[src/rtl/bcd_serial_adder_ctrl_if.sv]
// Purpose: bundles the operation request/response signals and the digit-adder
//          link of bcd_serial_adder_ctrl into one interface.
// Signals: start, op_a, op_b       request and packed BCD operands (digit 0 = [3:0])
//          busy, done              status; done is a one-cycle completion pulse
//          result, cout_final      packed BCD sum and final carry
//          dig_a, dig_b, dig_cin   digit pair and carry towards the digit adder
//          dig_sum, dig_cout       digit adder response (combinational)
//          err                     invalid-digit flag, only with BCD_INVALID_CHECK_EN
// Modports: slave  = the sequencer; master = its environment (requester plus
//           the single-digit adder stage).
interface bcd_serial_adder_ctrl_if #(
  parameter int unsigned DIGITS = 4
);
  localparam int unsigned W = 4 * DIGITS;

  logic         start;
  logic [W-1:0] op_a;
  logic [W-1:0] op_b;
  logic         busy;
  logic         done;
  logic [W-1:0] result;
  logic         cout_final;
  logic [3:0]   dig_a;
  logic [3:0]   dig_b;
  logic         dig_cin;
  logic [3:0]   dig_sum;
  logic         dig_cout;
`ifdef BCD_INVALID_CHECK_EN
  logic         err;

  modport slave (
    input  start, op_a, op_b, dig_sum, dig_cout,
    output busy, done, result, cout_final, dig_a, dig_b, dig_cin, err
  );
  modport master (
    output start, op_a, op_b, dig_sum, dig_cout,
    input  busy, done, result, cout_final, dig_a, dig_b, dig_cin, err
  );
`else
  modport slave (
    input  start, op_a, op_b, dig_sum, dig_cout,
    output busy, done, result, cout_final, dig_a, dig_b, dig_cin
  );
  modport master (
    output start, op_a, op_b, dig_sum, dig_cout,
    input  busy, done, result, cout_final, dig_a, dig_b, dig_cin
  );
`endif
endinterface

[src/rtl/bcd_serial_adder_ctrl.sv]
// Purpose: digit-serial sequencer for multi-digit packed-BCD addition. Latches
//          two DIGITS-wide operands on start and walks them LSD first, one
//          digit per clock, through an external single-digit BCD adder.
// Ports:   clk  rising-edge clock
//          rst  asynchronous, active-high reset
//          bus  bcd_serial_adder_ctrl_if.slave (request, status, result and
//               digit-adder link)
// Option:  BCD_INVALID_CHECK_EN - rejects operands containing nibbles above 9
//          (skips RUN, result 0, err set until the next accepted start).
module bcd_serial_adder_ctrl #(
  parameter int unsigned DIGITS = 4
) (
  input  logic                      clk,
  input  logic                      rst,
  bcd_serial_adder_ctrl_if.slave    bus
);

  localparam int unsigned W     = 4 * DIGITS;
  localparam int unsigned IDX_W = (DIGITS > 1) ? $clog2(DIGITS) : 1;
  localparam logic [IDX_W-1:0] LAST_IDX = IDX_W'(DIGITS - 1);

  typedef enum logic [1:0] {
    IDLE  = 2'd0,
    RUN   = 2'd1,
    DONE  = 2'd2,
    FAULT = 2'd3
  } state_t;

  // Nibble k of a packed operand.
  function automatic logic [3:0] digit_of(input logic [W-1:0] v, input int unsigned k);
    logic [W-1:0] t;
    t = v >> (4 * k);
    return t[3:0];
  endfunction

`ifdef BCD_INVALID_CHECK_EN
  function automatic logic has_bad_digit(input logic [W-1:0] v);
    logic bad;
    bad = 1'b0;
    for (int unsigned k = 0; k < DIGITS; k++) begin
      if (digit_of(v, k) > 4'd9) bad = 1'b1;
    end
    return bad;
  endfunction
`endif

  state_t           state;
  logic [IDX_W-1:0] idx;
  logic [W-1:0]     op_a_q;
  logic [W-1:0]     op_b_q;
  logic [W-1:0]     shadow;
  logic [W-1:0]     merged_c;
  logic             start_bad_c;

  // Shadow is cleared on start, so each digit lands in an all-zero nibble.
  always_comb begin
    merged_c = shadow | (W'(bus.dig_sum) << (4 * 32'(idx)));
  end

  // Operand check at start; constant 0 when the check is not built in.
  always_comb begin
`ifdef BCD_INVALID_CHECK_EN
    start_bad_c = has_bad_digit(bus.op_a) | has_bad_digit(bus.op_b);
`else
    start_bad_c = 1'b0;
`endif
  end

  // Sequencer; dig_cin doubles as the running carry register.
  always_ff @(posedge clk or posedge rst) begin
    if (rst) begin
      state          <= IDLE;
      idx            <= '0;
      op_a_q         <= '0;
      op_b_q         <= '0;
      shadow         <= '0;
      bus.busy       <= 1'b0;
      bus.done       <= 1'b0;
      bus.result     <= '0;
      bus.cout_final <= 1'b0;
      bus.dig_a      <= 4'd0;
      bus.dig_b      <= 4'd0;
      bus.dig_cin    <= 1'b0;
`ifdef BCD_INVALID_CHECK_EN
      bus.err        <= 1'b0;
`endif
    end else begin
      bus.done <= 1'b0;
      case (state)
        IDLE: begin
          if (bus.start) begin
            op_a_q <= bus.op_a;
            op_b_q <= bus.op_b;
            idx    <= '0;
            shadow <= '0;
`ifdef BCD_INVALID_CHECK_EN
            bus.err <= start_bad_c;
`endif
            if (start_bad_c) begin
              state <= FAULT;
            end else begin
              state       <= RUN;
              bus.busy    <= 1'b1;
              bus.dig_a   <= digit_of(bus.op_a, 0);
              bus.dig_b   <= digit_of(bus.op_b, 0);
              bus.dig_cin <= 1'b0;
            end
          end
        end

        RUN: begin
          shadow <= merged_c;
          idx    <= idx + IDX_W'(1);
          if (idx == LAST_IDX) begin
            bus.result     <= merged_c;
            bus.cout_final <= bus.dig_cout;
            bus.done       <= 1'b1;
            bus.busy       <= 1'b0;
            bus.dig_a      <= 4'd0;
            bus.dig_b      <= 4'd0;
            bus.dig_cin    <= 1'b0;
            state          <= DONE;
          end else begin
            bus.dig_a   <= digit_of(op_a_q, 32'(idx) + 1);
            bus.dig_b   <= digit_of(op_b_q, 32'(idx) + 1);
            bus.dig_cin <= bus.dig_cout;
          end
        end

        // Rejected operands: one idle cycle, then report an empty result.
        FAULT: begin
          bus.result     <= '0;
          bus.cout_final <= 1'b0;
          bus.done       <= 1'b1;
          state          <= DONE;
        end

        DONE: begin
          state <= IDLE;
        end

        default: begin
          state <= IDLE;
        end
      endcase
    end
  end

endmodule
[src/flat_wrapper.sv]
// flat-port wrapper written by rule: the top's interface ports become plain ports
module bcd_serial_adder_ctrl_flat 
#(
  parameter int unsigned DIGITS = 4
)
  (clk, rst, bus_start, bus_op_a, bus_op_b, bus_dig_sum, bus_dig_cout, bus_busy, bus_done, bus_result, bus_cout_final, bus_dig_a, bus_dig_b, bus_dig_cin);
  bcd_serial_adder_ctrl_if #(.DIGITS(DIGITS)) bus_i ();
  input  logic clk;
  input  logic rst;
  input wire logic [$bits(bus_i.start)-1:0] bus_start;
  input wire logic [$bits(bus_i.op_a)-1:0] bus_op_a;
  input wire logic [$bits(bus_i.op_b)-1:0] bus_op_b;
  input wire logic [$bits(bus_i.dig_sum)-1:0] bus_dig_sum;
  input wire logic [$bits(bus_i.dig_cout)-1:0] bus_dig_cout;
  output wire logic [$bits(bus_i.busy)-1:0] bus_busy;
  output wire logic [$bits(bus_i.done)-1:0] bus_done;
  output wire logic [$bits(bus_i.result)-1:0] bus_result;
  output wire logic [$bits(bus_i.cout_final)-1:0] bus_cout_final;
  output wire logic [$bits(bus_i.dig_a)-1:0] bus_dig_a;
  output wire logic [$bits(bus_i.dig_b)-1:0] bus_dig_b;
  output wire logic [$bits(bus_i.dig_cin)-1:0] bus_dig_cin;
  assign bus_i.start = bus_start;
  assign bus_i.op_a = bus_op_a;
  assign bus_i.op_b = bus_op_b;
  assign bus_i.dig_sum = bus_dig_sum;
  assign bus_i.dig_cout = bus_dig_cout;
  assign bus_busy = bus_i.busy;
  assign bus_done = bus_i.done;
  assign bus_result = bus_i.result;
  assign bus_cout_final = bus_i.cout_final;
  assign bus_dig_a = bus_i.dig_a;
  assign bus_dig_b = bus_i.dig_b;
  assign bus_dig_cin = bus_i.dig_cin;
  bcd_serial_adder_ctrl #(.DIGITS(DIGITS)) u_core (.clk(clk), .rst(rst), .bus(bus_i));
endmodule
[config.mk]
export PLATFORM = sky130hd
export DESIGN_NAME = bcd_serial_adder_ctrl_flat
export DESIGN_NICKNAME = d
export VERILOG_FILES = /design/src/rtl/bcd_serial_adder_ctrl_if.sv /design/src/rtl/bcd_serial_adder_ctrl.sv /design/src/flat_wrapper.sv
export SDC_FILE = /design/constraint.sdc
export NUM_CORES = 1
export LEC_CHECK = 0
export ABC_AREA = 1
export ABC_CLOCK_PERIOD_IN_PS = 2600
export BUFFER_PORTS_ARGS = -buffer_cell sky130_fd_sc_hd__clkbuf_2
export CAP_MARGIN = 15
export CORE_MARGIN = 2
export CORE_UTILIZATION = 54
export CTS_CLUSTER_DIAMETER = 40
export CTS_CLUSTER_SIZE = 30
export DETAILED_ROUTE_END_ITERATION = 10
export GPL_ROUTABILITY_DRIVEN = 0
export PLACE_DENSITY_LB_ADDON = 0.15
export SLEW_MARGIN = 5
export SYNTH_ARGS = -nofsm -noshare
export SYNTH_HDL_FRONTEND = slang
export SYNTH_SLANG_ARGS = --single-unit
[constraint.sdc]
create_clock -name clk -period 2.6 [get_ports clk]
set_input_delay 0.39 -clock clk [delete_from_list [all_inputs] [get_ports clk]]
set_output_delay 0.39 -clock clk [all_outputs]
set_load 0.05 [all_outputs]
==> results of run 1 <==
## path summary, 6_finish.rpt
kind / start / end / slack, ns / cells after the start
setup reg to reg: u_core.idx[0]$_DFFE_PP0P_ / u_core.bus.cout_final$_DFFE_PP0P_ / 0.70 / 3
setup / recovery: u_core.idx[0]$_DFFE_PP0P_ / u_core.bus.cout_final$_DFFE_PP0P_ / 0.70 / 3
min in group clk: bus_op_b[13] / u_core.op_b_q[13]$_DFFE_PP0P_ / 0.24 / 3
max in group asynchronous: rst / u_core.bus.result[6]$_DFFE_PP0P_ / 1.90 / 3
hold reg to reg: u_core.bus.busy$_DFFE_PP0P_ / u_core.bus.busy$_DFFE_PP0P_ / 0.49 / 2
hold / removal: rst / u_core.op_b_q[6]$_DFFE_PP0P_ / 0.06 / 2
## per-layer routing
metal | up-vias | global-route usage [%] | wire, um
li1 | 1286 | - | -
met1 | 1213 | 28.8 | 3000
met2 | 69 | 38.2 | 3360
met3 | 23 | 4.27 | 270
met4 | 0 | 15.9 | 214
met5 | - | 0 | 0
## critical path, cell delays in order (launching register included)
cell     delay, ns
dfrtp_1       0.75
ha_1          0.38
nand2_1       0.38
o21ai_0       0.30
## flip-flops by register name, indices dropped and copies added, names as in the netlist
register	count
u_core.bus.cout_final	1
u_core.bus.result	16
u_core.bus.done	1
u_core.bus.dig_b	4
u_core.bus.busy	1
u_core.shadow	16
u_core.op_a_q	12
u_core.idx	2
u_core.op_b_q	12
u_core.state	2
u_core.bus.dig_a	4
u_core.bus.dig_cin	1
## where the power goes
part           total (mW)  switching [mW]  internal (mW)
Sequential           1.74           0.214           1.53
Combinational        1.95            1.43          0.522
Clock               0.884           0.420          0.464
## cell families (layout without fill, tap and decap cells)
group                      count (synthesis)  count (layout)  share of synthesized area, %
buffers and inverters                     75             141                          9.99
DFF                                       72              72                          57.3
AOI/OAI and AO/OA                        105             105                          17.3
and+or+nand+nor                          111             111                          15.0
adders and majority gates                  1               1                         0.398
## layout make-up
cell class | instances | share of cell area (%)
multi-input cells | 217 | 27.9
repair buffers | 69 | 9.83
flip-flops and latches | 72 | 48.8
inverters | 56 | 5.70
clock buffers | 10 | 3.73
clock inverters | 6 | 1.59
well taps | 72 | 2.44
## stage by stage
stage	cells	area [um^2]	setup slack [ns]	hold WS (ns)
floorplan	364	3140	0.385	0.459
global placement	486	3490	0.804	0.446
detailed placement	486	3490	0.710	0.456
CTS	502	3690	0.693	0.0751
global route	502	3690	0.537	0.103
finish	502	3690	0.701	0.0598
## cells in the final DEF (no fill, tap or decap), drive strengths merged
master,n
a21oi,24
a31oi,4
buf,2
bufinv,1
clkbuf,77
clkinv,5
dfrtp,72
ha,1
inv,56
nand2,64
nand3,14
nor2,33
o21ai,65
o22ai,12
==> results.env, run 1 <==
PERIOD_SHARE_PCT=73.0
SYN-INSTANCE-COUNT=364
ANT_NETS_AFTER_ROUTE=0
SUMMED_NEGATIVE_SETUP_SLACK_OVER_ALL_ENDPOINTS_NS=0
DIE-WIDTH_UM=80.3
POST_CTS_HOLD_BUFFER_COUNT=0
DETAIL_ROUTE.ITER0.VIOLATIONS=228
CTS_INSERTED_BUFFERS=9
SYNTH.TOP_CELLS.BY_AREA='dfrtp_1, nand2_1, o21ai_0, inv_1, a21oi_1'
WORST-SETUP-PATH-TYPE='reg2reg'
POST-CTS-SETUP-BUFFER-COUNT=0
CTS-HTREE-LEVELS=3
POST-SYNTH-TOP-AREA-CELL='dfrtp_1'
SYNTH_TOP_AREA_SHARE_PCT=57.3
SYNTH.YOSYS.WARNINGS=0
GR-USAGE-ALL-LAYERS_PCT=23.6
NETLIST_TOP_CELLS_COUNT='dfrtp_1, nand2_1, inv_1'
ROUTE.DETAILED.VIAS_PER_INST=5.16
GLOBAL_ROUTE_WIRE_LENGTH_BEFORE_REPAIR_MM=11.5
CTSLONGESTPATHBUFFERS=2
CTS_RESIZED=0
TRITONCTS='done'
FLOORPLAN_CORE_AREA_UM2=5570
GRT_SETUP_UNREPAIRED='false'
ARRIVAL_NS=2.16
SYN-CELL-AREA_UM2=3140
POWER.DENSITY_nW_PER_UM2=1240
NUMBER_OF_ANTENNA_VIOLATIONS_AT_THE_FIRST_CHECK_IN_GLOBAL_ROUTING=0
YS_DOMINANT_REG_CELL='dfrtp_1'
START_KIND='register'
SETUP_VIOL_COUNT_FINAL=0
SLEW_VIOL_FINAL=0
CRITICAL_PATH_REQUIRED_NS=2.86
LEAKAGE_COMPONENT_OF_THE_POWER_nW=1.94
GRT_PASS1_VIAS=2545
ASYNCSETRESETFLOPFRACSYNTH_PCT=100
FINALPOWER_mW=4.58
BUFFER_PORTS.INSERTED=67
DRT_FIRST_PASS_ITERS=4
WORST_PIN_SLEW_NS=0.631
CLK_TRANSITION_REPORTED_PATHS_NS=0.07
SYNTH-SEQ-CELLS=72
DETAIL_ROUTE.WIRELENGTH_MM=6.85
CRITICAL_PATH.MAX_FANOUT=19
YOSYS.CELL_TYPES.COUNT=22
CHIPHEIGHT_UM=80.3
GLOBALROUTEOVERFLOWTOTAL=0
DETAIL_ROUTE.DRC_VIOLATIONS=0
ANTENNA_CELLS_INSERTED=0
SLEW-LIMIT-HEADROOM_PCT=58.0
REGAREA_UM2=1800
FLOORPLAN.INITIALDENSITY_PCT=56.4
DESIGN.DIE.AREA_UM2=6450
FINAL_HOLD_FAILS=0
FILL_CELLS=505
TYPE_OF_ELEMENT_CAPTURING_THE_CRITICAL_PATH='register'
DRIVE_ABOVE_1_SHARE_PCT=22.1
MULTI_INPUT_AREA_UM2=1030
MAXCAPVIOLATIONS=0
SEQUENTIAL_SHARE_OF_THE_SYNTHESIZED_AREA_PCT=57.3
ROOT_BUFFER='clkbuf_8'
CTS_SINKS=72
MAPPEDNETLISTNETS=405
SYNTH_ENABLE_FLOP_CELLS=0
CLOCK_LATENCY_NS=0.36
IR_DROP_mV=0.602
OUTCOME='complete, no violations'
TIMING.HOLD.WORST.CLASS='in2async'
FINAL_CORE_UTIL_PCT=66.2
NUM_IO_PINS=68
CORE.ROWCOUNT=27
FMAX_MHz=527
DR_TOTAL_VIAS=2591
SYNTH.AVG_CELL_AREA_UM2=8.64
FINISH.NET_COUNT=466
DRT-WIRELENGTH-PER-CELL_UM=13.7
GRT_MAX_DEGREE=49
DP_HPWL_MM=4.66
AREA_GROWTH_PCT=17.3
POST-ROUTE-MIN-PERIOD_NS=1.90
SYNTH.MOST_COMMON_CELL='dfrtp_1'
FINAL.SETUP_SKEW_NS=0.0119
(Power assumes the default switching activity.)
==> run 2: changes to the inputs <==
--- a/config.mk
+++ b/config.mk
@@ -6,11 +6,11 @@
 export NUM_CORES = 1
 export LEC_CHECK = 0
 export ABC_AREA = 1
-export ABC_CLOCK_PERIOD_IN_PS = 2600
+export ABC_CLOCK_PERIOD_IN_PS = 1700
 export BUFFER_PORTS_ARGS = -buffer_cell sky130_fd_sc_hd__clkbuf_2
 export CAP_MARGIN = 15
 export CORE_MARGIN = 2
-export CORE_UTILIZATION = 54
+export CORE_UTILIZATION = 49
 export CTS_CLUSTER_DIAMETER = 40
 export CTS_CLUSTER_SIZE = 30
 export DETAILED_ROUTE_END_ITERATION = 10
==> constraint.sdc (replaced) <==
create_clock -name clk -period 1.7 [get_ports clk]
set_input_delay 0.255 -clock clk [delete_from_list [all_inputs] [get_ports clk]]
set_output_delay 0.255 -clock clk [all_outputs]
set_load 0.05 [all_outputs]
==> results.env, run 2 (same netlist as run 1, synthesis figures left out) <==
NUM_IO_PINS=68  # unchanged
CTSLONGESTPATHBUFFERS=2  # unchanged
CTS-HTREE-LEVELS=3  # unchanged
DRT_FIRST_PASS_ITERS=4  # unchanged
CORE.ROWCOUNT=29  # +7.4%
DESIGN.DIE.AREA_UM2=7070  # +9.7%
GRT_SETUP_UNREPAIRED='false'
DETAIL_ROUTE.ITER0.VIOLATIONS=172  # -25%
GLOBAL_ROUTE_WIRE_LENGTH_BEFORE_REPAIR_MM=11.9  # +3.6%
FILL_CELLS=580  # +15%
FMAX_MHz=658  # +25%
TRITONCTS='done'
WORST_PIN_SLEW_NS=0.457  # -0.174 ns
LEAKAGE_COMPONENT_OF_THE_POWER_nW=1.95  # +0.84%
POST-CTS-SETUP-BUFFER-COUNT=0  # unchanged
LAYOUT_COMMON_CELLS='dfrtp_1, clkbuf_2, nand2_1, inv_1, o21ai_0'
POWER.DENSITY_nW_PER_UM2=1870  # +51%
SLEW_VIOL_FINAL=0  # unchanged
POST_CTS_HOLD_BUFFER_COUNT=0  # unchanged
CLOCK_LATENCY_NS=0.34  # -0.02 ns
ROOT_BUFFER='clkbuf_8'
GLOBALROUTEOVERFLOWTOTAL=0  # unchanged
REGAREA_UM2=1800  # unchanged
FF2FF_PATH_DEPTH=4  # +1
DIE-WIDTH_UM=84.1  # +4.7%
SETUP_VIOL_COUNT_FINAL=0  # unchanged
TYPE_OF_ELEMENT_CAPTURING_THE_CRITICAL_PATH='register'
POST-ROUTE-MIN-PERIOD_NS=1.52  # -0.378 ns
MAXCAPVIOLATIONS=0  # unchanged
CRITICAL_PATH_REQUIRED_NS=1.97  # -0.89 ns
CTS_RESIZED=0  # unchanged
GRT_MAX_DEGREE=73  # +49%
DRIVE_ABOVE_1_SHARE_PCT=22.5  # +0.44 points
PERIOD_SHARE_PCT=89.5  # +16 points
OUTCOME='finished, violations left'
DR_TOTAL_VIAS=2583  # -0.31%
GR-USAGE-ALL-LAYERS_PCT=21.4  # -2.3 points
DETAIL_ROUTE.DRC_VIOLATIONS=0  # unchanged
CRITICAL_PATH.MAX_FANOUT=28  # +9
DRT-WIRELENGTH-PER-CELL_UM=13.5  # -1.1%
IR_DROP_mV=0.955  # +59%
ROUTE.LAYER.MET1.WL_MM=3.11  # +3.7%
VIOLATIONS='hold timing'
TIMING.HOLD.WORST.CLASS='in2async'
LAYOUT_COMMONEST_CELL='dfrtp_1'
FINAL.SETUP_SKEW_NS=0.00693  # -0.00497 ns
ANTENNA_CELLS_INSERTED=0  # unchanged
WORST_HOLD_SLACK_NS=-0.00756  # -0.0674 ns
NUMBER_OF_ANTENNA_VIOLATIONS_AT_THE_FIRST_CHECK_IN_GLOBAL_ROUTING=0  # unchanged
CHIPHEIGHT_UM=84.1  # +4.7%
SLEW-LIMIT-HEADROOM_PCT=69.4  # +11 points
BUFFER_PORTS.INSERTED=67  # unchanged
CLK_TRANSITION_REPORTED_PATHS_NS=0.07  # about the same
FINISH.NET_COUNT=473  # +1.5%
ARRIVAL_NS=1.79  # -0.37 ns
GRT_PASS1_VIAS=2509  # -1.4%
SUMMED_NEGATIVE_SETUP_SLACK_OVER_ALL_ENDPOINTS_NS=0  # unchanged
DP_HPWL_MM=4.68  # +0.44%
CTS_INSERTED_BUFFERS=9  # unchanged
WORST-R2R-SETUP-SLACK_NS=0.18  # -0.52 ns
DETAILROUTE.WIRELENGTH.MET2_MM=3.33  # -0.89%
WORST-SETUP-PATH-TYPE='reg2reg'
FIN_CELLS=512  # +2.0%
ROUTE.DETAILED.VIAS_PER_INST=5.04  # -2.3%
FLOORPLAN.INITIALDENSITY_PCT=50.1  # -6.3 points
NUMPLACEDINSTANCES=498  # +2.5%
ANT_NETS_AFTER_ROUTE=0  # unchanged
CTS_SINKS=72  # unchanged
MET3_WL_UM=309  # +14%
FINAL_HOLD_FAILS=19  # +19
AREA_GROWTH_PCT=19.0
TOP_LAYER_USED='met4'
BIGGESTREGSBYFLOPS='u_core.bus.result (16), u_core.shadow (16)'
FLOORPLAN_CORE_AREA_UM2=6280  # +13%
DETAIL_ROUTE.WIRELENGTH_MM=6.91  # +0.85%
MULTI_INPUT_AREA_UM2=1030  # unchanged
START_KIND='register'
-- run 2: metrics by stage --
step / hold WS (ns) / area, um^2 / setup slack (ns) / power, mW / utilization, %
after floorplan: 0.388 / 3150 / 0.480 / 5.05 / -
after global placement: 0.381 / 3570 / 0.258 / 5.74 / 56.8
after detailed placement: 0.381 / 3570 / 0.202 / 5.82 / 56.8
after CTS: 0.00886 / 3740 / 0.187 / 7.06 / 59.6
after global routing: 0.0310 / 3740 / 0.0177 / 7.59 / 59.6
final: -0.00756 / 3740 / 0.179 / 7.00 / 59.6
-- run 2: final timing paths --
kind,from,end
worst min register to register,u_core.bus.busy$_DFFE_PP0P_,u_core.bus.busy$_DFFE_PP0P_
worst min-delay path,rst,u_core.shadow[3]$_DFFE_PP0P_
max in group asynchronous,rst,u_core.bus.result[15]$_DFFE_PP0P_
min in group clk,bus_op_a[13],u_core.op_a_q[13]$_DFFE_PP0P_
worst max register to register,u_core.idx[0]$_DFFE_PP0P_,u_core.bus.dig_b[3]$_DFFE_PP0P_
worst max-delay path,u_core.idx[0]$_DFFE_PP0P_,u_core.bus.dig_b[3]$_DFFE_PP0P_
-- run 2: final cells by class --
cell class | count | share of cell area (%)
clock buffers | 14 | 4.62
repair buffers | 76 | 11.4
well taps | 77 | 2.58
multi-input cells | 217 | 27.5
flip-flops and latches | 72 | 48.2
inverters | 56 | 5.72
-- run 2: metal layers --
| layer | track usage, % | up-vias |
|---|---|---|
| met4 | 9.68 | 0 |
| met3 | 5.34 | 13 |
| met2 | 33.5 | 61 |
| met1 | 28.1 | 1211 |
| li1 | - | 1298 |
| met5 | 0 | - |
-- run 2: critical path: stages (launching register included) --
cell and delay (ns):
dfrtp_1 0.50, ha_1 0.33, nor2_8 0.36, nand2_1 0.12
a21oi_1 0.14
-- run 2: report_power, final --
group	internal [mW]	switching, mW	total [mW]
combinational	0.898	2.24	3.14
sequential	2.34	0.295	2.64
clock	0.636	0.592	1.23
==> run 3: changes to the inputs <==
--- a/config.mk
+++ b/config.mk
@@ -11,6 +11,7 @@
 export CAP_MARGIN = 15
 export CORE_MARGIN = 2
 export CORE_UTILIZATION = 49
+export CTS_BUF_LIST = sky130_fd_sc_hd__clkbuf_8 sky130_fd_sc_hd__clkbuf_16
 export CTS_CLUSTER_DIAMETER = 40
 export CTS_CLUSTER_SIZE = 30
 export DETAILED_ROUTE_END_ITERATION = 10
==> results.env, run 3 (same netlist as run 1, synthesis figures left out) <==
WORST-SETUP-PATH-TYPE='reg2reg'
NUMBER_OF_ANTENNA_VIOLATIONS_AT_THE_FIRST_CHECK_IN_GLOBAL_ROUTING=0  # unchanged
ANTENNA_CELLS_INSERTED=0  # unchanged
START_KIND='register'
GRT_SETUP_UNREPAIRED='false'
DIE-WIDTH_UM=84.1  # unchanged
P_COMB_SHARE_PCT=44.9  # about the same
FINAL_CORE_UTIL_PCT=59.6  # unchanged
ANT_NETS_AFTER_ROUTE=0  # unchanged
DETAIL_ROUTE.WIRELENGTH_MM=6.93  # +0.20%
DESIGN.DIE.AREA_UM2=7070  # unchanged
DETAIL_ROUTE.DRC_VIOLATIONS=0  # unchanged
PERIOD_SHARE_PCT=89.5  # about the same
FLOORPLAN.INITIALDENSITY_PCT=50.1  # unchanged
WORST_PIN_SLEW_NS=0.452  # -0.00458 ns
FINISH.NET_COUNT=473  # unchanged
POST-CTS-SETUP-BUFFER-COUNT=0  # unchanged
GLOBAL_ROUTE_WIRE_LENGTH_BEFORE_REPAIR_MM=11.9  # unchanged
WORSTREG2REGEND='u_core.bus.dig_b[3]$_DFFE_PP0P_'
LAYOUT_COMMONEST_CELL='dfrtp_1'
SUMMED_NEGATIVE_SETUP_SLACK_OVER_ALL_ENDPOINTS_NS=0  # unchanged
MAXCAPVIOLATIONS=0  # unchanged
TIMING.CRITICAL_PATH.TO='u_core.bus.dig_b[3]$_DFFE_PP0P_'
DRIVE_ABOVE_1_SHARE_PCT=22.5  # unchanged
DP_HPWL_MM=4.68  # unchanged
TYPE_OF_ELEMENT_CAPTURING_THE_CRITICAL_PATH='register'
CLOCKPOWERSHARE_PCT=17.4  # about the same
SETUP_VIOL_COUNT_FINAL=0  # unchanged
P_SEQ_SHARE_PCT=37.7  # about the same
CRITICAL_PATH_REQUIRED_NS=1.97  # about the same
LAYOUT_COMMON_CELLS='dfrtp_1, clkbuf_2, nand2_1, inv_1, o21ai_0'
CTS_INSERTED_BUFFERS=9  # unchanged
OUTCOME='finished, violations left'
BUFFER_PORTS.INSERTED=67  # unchanged
TOTAL_SWITCHING_POWER_mW=3.13  # about the same
CHIPHEIGHT_UM=84.1  # unchanged
DPL-INSTANCE-AREA_UM2=3570  # unchanged
CTS-HTREE-LEVELS=3  # unchanged
FLOORPLAN_CORE_AREA_UM2=6280  # unchanged
DR_TOTAL_VIAS=2596  # +0.50%
FINAL_HOLD_FAILS=19  # unchanged
DRT-WIRELENGTH-PER-CELL_UM=13.5  # +0.20%
LEAKAGE_COMPONENT_OF_THE_POWER_nW=1.96  # +0.42%
CTS_SINKS=72  # unchanged
DETAIL_ROUTE.ITER0.VIOLATIONS=172  # unchanged
FF2FF_PATH_DEPTH=4  # unchanged
GRT_MAX_DEGREE=73  # unchanged
AREA_GROWTH_PCT=19.0  # unchanged
CORE.ROWCOUNT=29  # unchanged
POWER.DENSITY_nW_PER_UM2=1870  # -0.15%
CLOCK_LATENCY_NS=0.34  # about the same
ARRIVAL_NS=1.79  # about the same
VIOLATIONS='hold timing'
GLOBALROUTEOVERFLOWTOTAL=0  # unchanged
ROOT_BUFFER='clkbuf_8'
GRT_PASS1_VIAS=2509  # unchanged
CTS_RESIZED=0  # unchanged
POST-ROUTE-CELL-AREA_UM2=3740  # unchanged
STARTPOINT='u_core.idx[0]$_DFFE_PP0P_'
WORST_HOLD_SLACK_NS=-0.00732  # +0.000233 ns
ROUTE.DETAILED.VIAS_PER_INST=5.07  # +0.50%
FILL_CELLS=580  # unchanged
GR-USAGE-ALL-LAYERS_PCT=21.4  # unchanged
TRITONCTS='done'
INTPOWER_mW=3.86  # -0.31%
CRITICAL_PATH.MAX_FANOUT=28  # unchanged
BIGGESTREGSBYFLOPS='u_core.bus.result (16), u_core.shadow (16)'
FMAX_MHz=657  # about the same
DRT_FIRST_PASS_ITERS=4  # unchanged
POST_CTS_HOLD_BUFFER_COUNT=0  # unchanged
IR_DROP_mV=0.955  # about the same
WORSTREG2REGSTART='u_core.idx[0]$_DFFE_PP0P_'
POST-ROUTE-MIN-PERIOD_NS=1.52  # +0.000945 ns
CTSLONGESTPATHBUFFERS=2  # unchanged
TIMING.HOLD.WORST.CLASS='in2async'
FINAL.SETUP_SKEW_NS=0.00674  # -0.000188 ns
SLEW-LIMIT-HEADROOM_PCT=69.7  # +0.31 points
WORST-R2R-SETUP-SLACK_NS=0.18  # about the same
NUM_IO_PINS=68  # unchanged
P_SW_SHARE_PCT=44.7  # +0.090 points
CLK_TRANSITION_REPORTED_PATHS_NS=0.07  # about the same
SLEW_VIOL_FINAL=0  # unchanged
==> run 3: cell types whose count changed in the layout (fill, tap and decap cells not counted) <==
cell      change
inv_1         +2
clkbuf_1      -2
==> run 3: worst min path at each step <==
| stage | slack, ns | to | cells after the start |
|---|---|---|---|
| finish | -0.007 | u_core.shadow[3]$_DFFE_PP0P_ | 3 |
| floorplan | 0.39 | u_core.op_a_q[12]$_DFFE_PP0P_ | 2 |
| CTS | 0.009 | u_core.op_b_q[8]$_DFFE_PP0P_ | 3 |
| global placement | 0.38 | u_core.bus.result[5]$_DFFE_PP0P_ | 3 |
| global route | 0.03 | u_core.op_a_q[11]$_DFFE_PP0P_ | 3 |
| detailed placement | 0.38 | u_core.op_b_q[6]$_DFFE_PP0P_ | 3 |
==> run 3: cell type report <==
class / instances / area, um^2 / area share (%)
Clock buffer: 12 / 165 / 4.41
Clock inverter: 2 / 7.51 / 0.201
Multi-Input combinational cell: 217 / 1030 / 27.5
Timing Repair Buffer: 76 / 428 / 11.4
Sequential cell: 72 / 1800 / 48.2
Tap cell: 77 / 96.3 / 2.58
Inverter: 56 / 214 / 5.72
==> run 3: per-stage QoR <==
stage                     hold slack, ns  instances  setup slack [ns]  power [mW]
after global routing              0.0308        512            0.0177        7.58
after detailed placement           0.381        498             0.202        5.82
after CTS                        0.00851        512             0.187        7.05
after global placement             0.381        498             0.258        5.74
final                           -0.00732        512             0.178        6.99
after floorplan                    0.388        364             0.480        5.05
==> run 3: power by group through the flow <==
| stage | Clock, mW | Combinational [mW] | Sequential, mW |
|---|---|---|---|
| floorplan | 0 | 1.86 | 3.19 |
| global placement | 0 | 3.10 | 2.65 |
| detailed placement | 0 | 3.16 | 2.67 |
| CTS | 1.24 | 3.17 | 2.63 |
| global route | 1.32 | 3.54 | 2.71 |
| finish | 1.22 | 3.14 | 2.64 |
==> run 3: critical path, cell delays in order (launching register included) <==
cell and delay (ns):
dfrtp_1 0.50, ha_1 0.33, nor2_8 0.36, nand2_1 0.12, a21oi_1 0.14
==> run 3: routing by layer <==
layer	global-route usage (%)	vias to the layer above	wire length, um
met5	0	-	0
met4	9.68	0	155
met3	5.34	13	329
met2	33.5	66	3330
met1	28.1	1221	3110
li1	-	1296	-
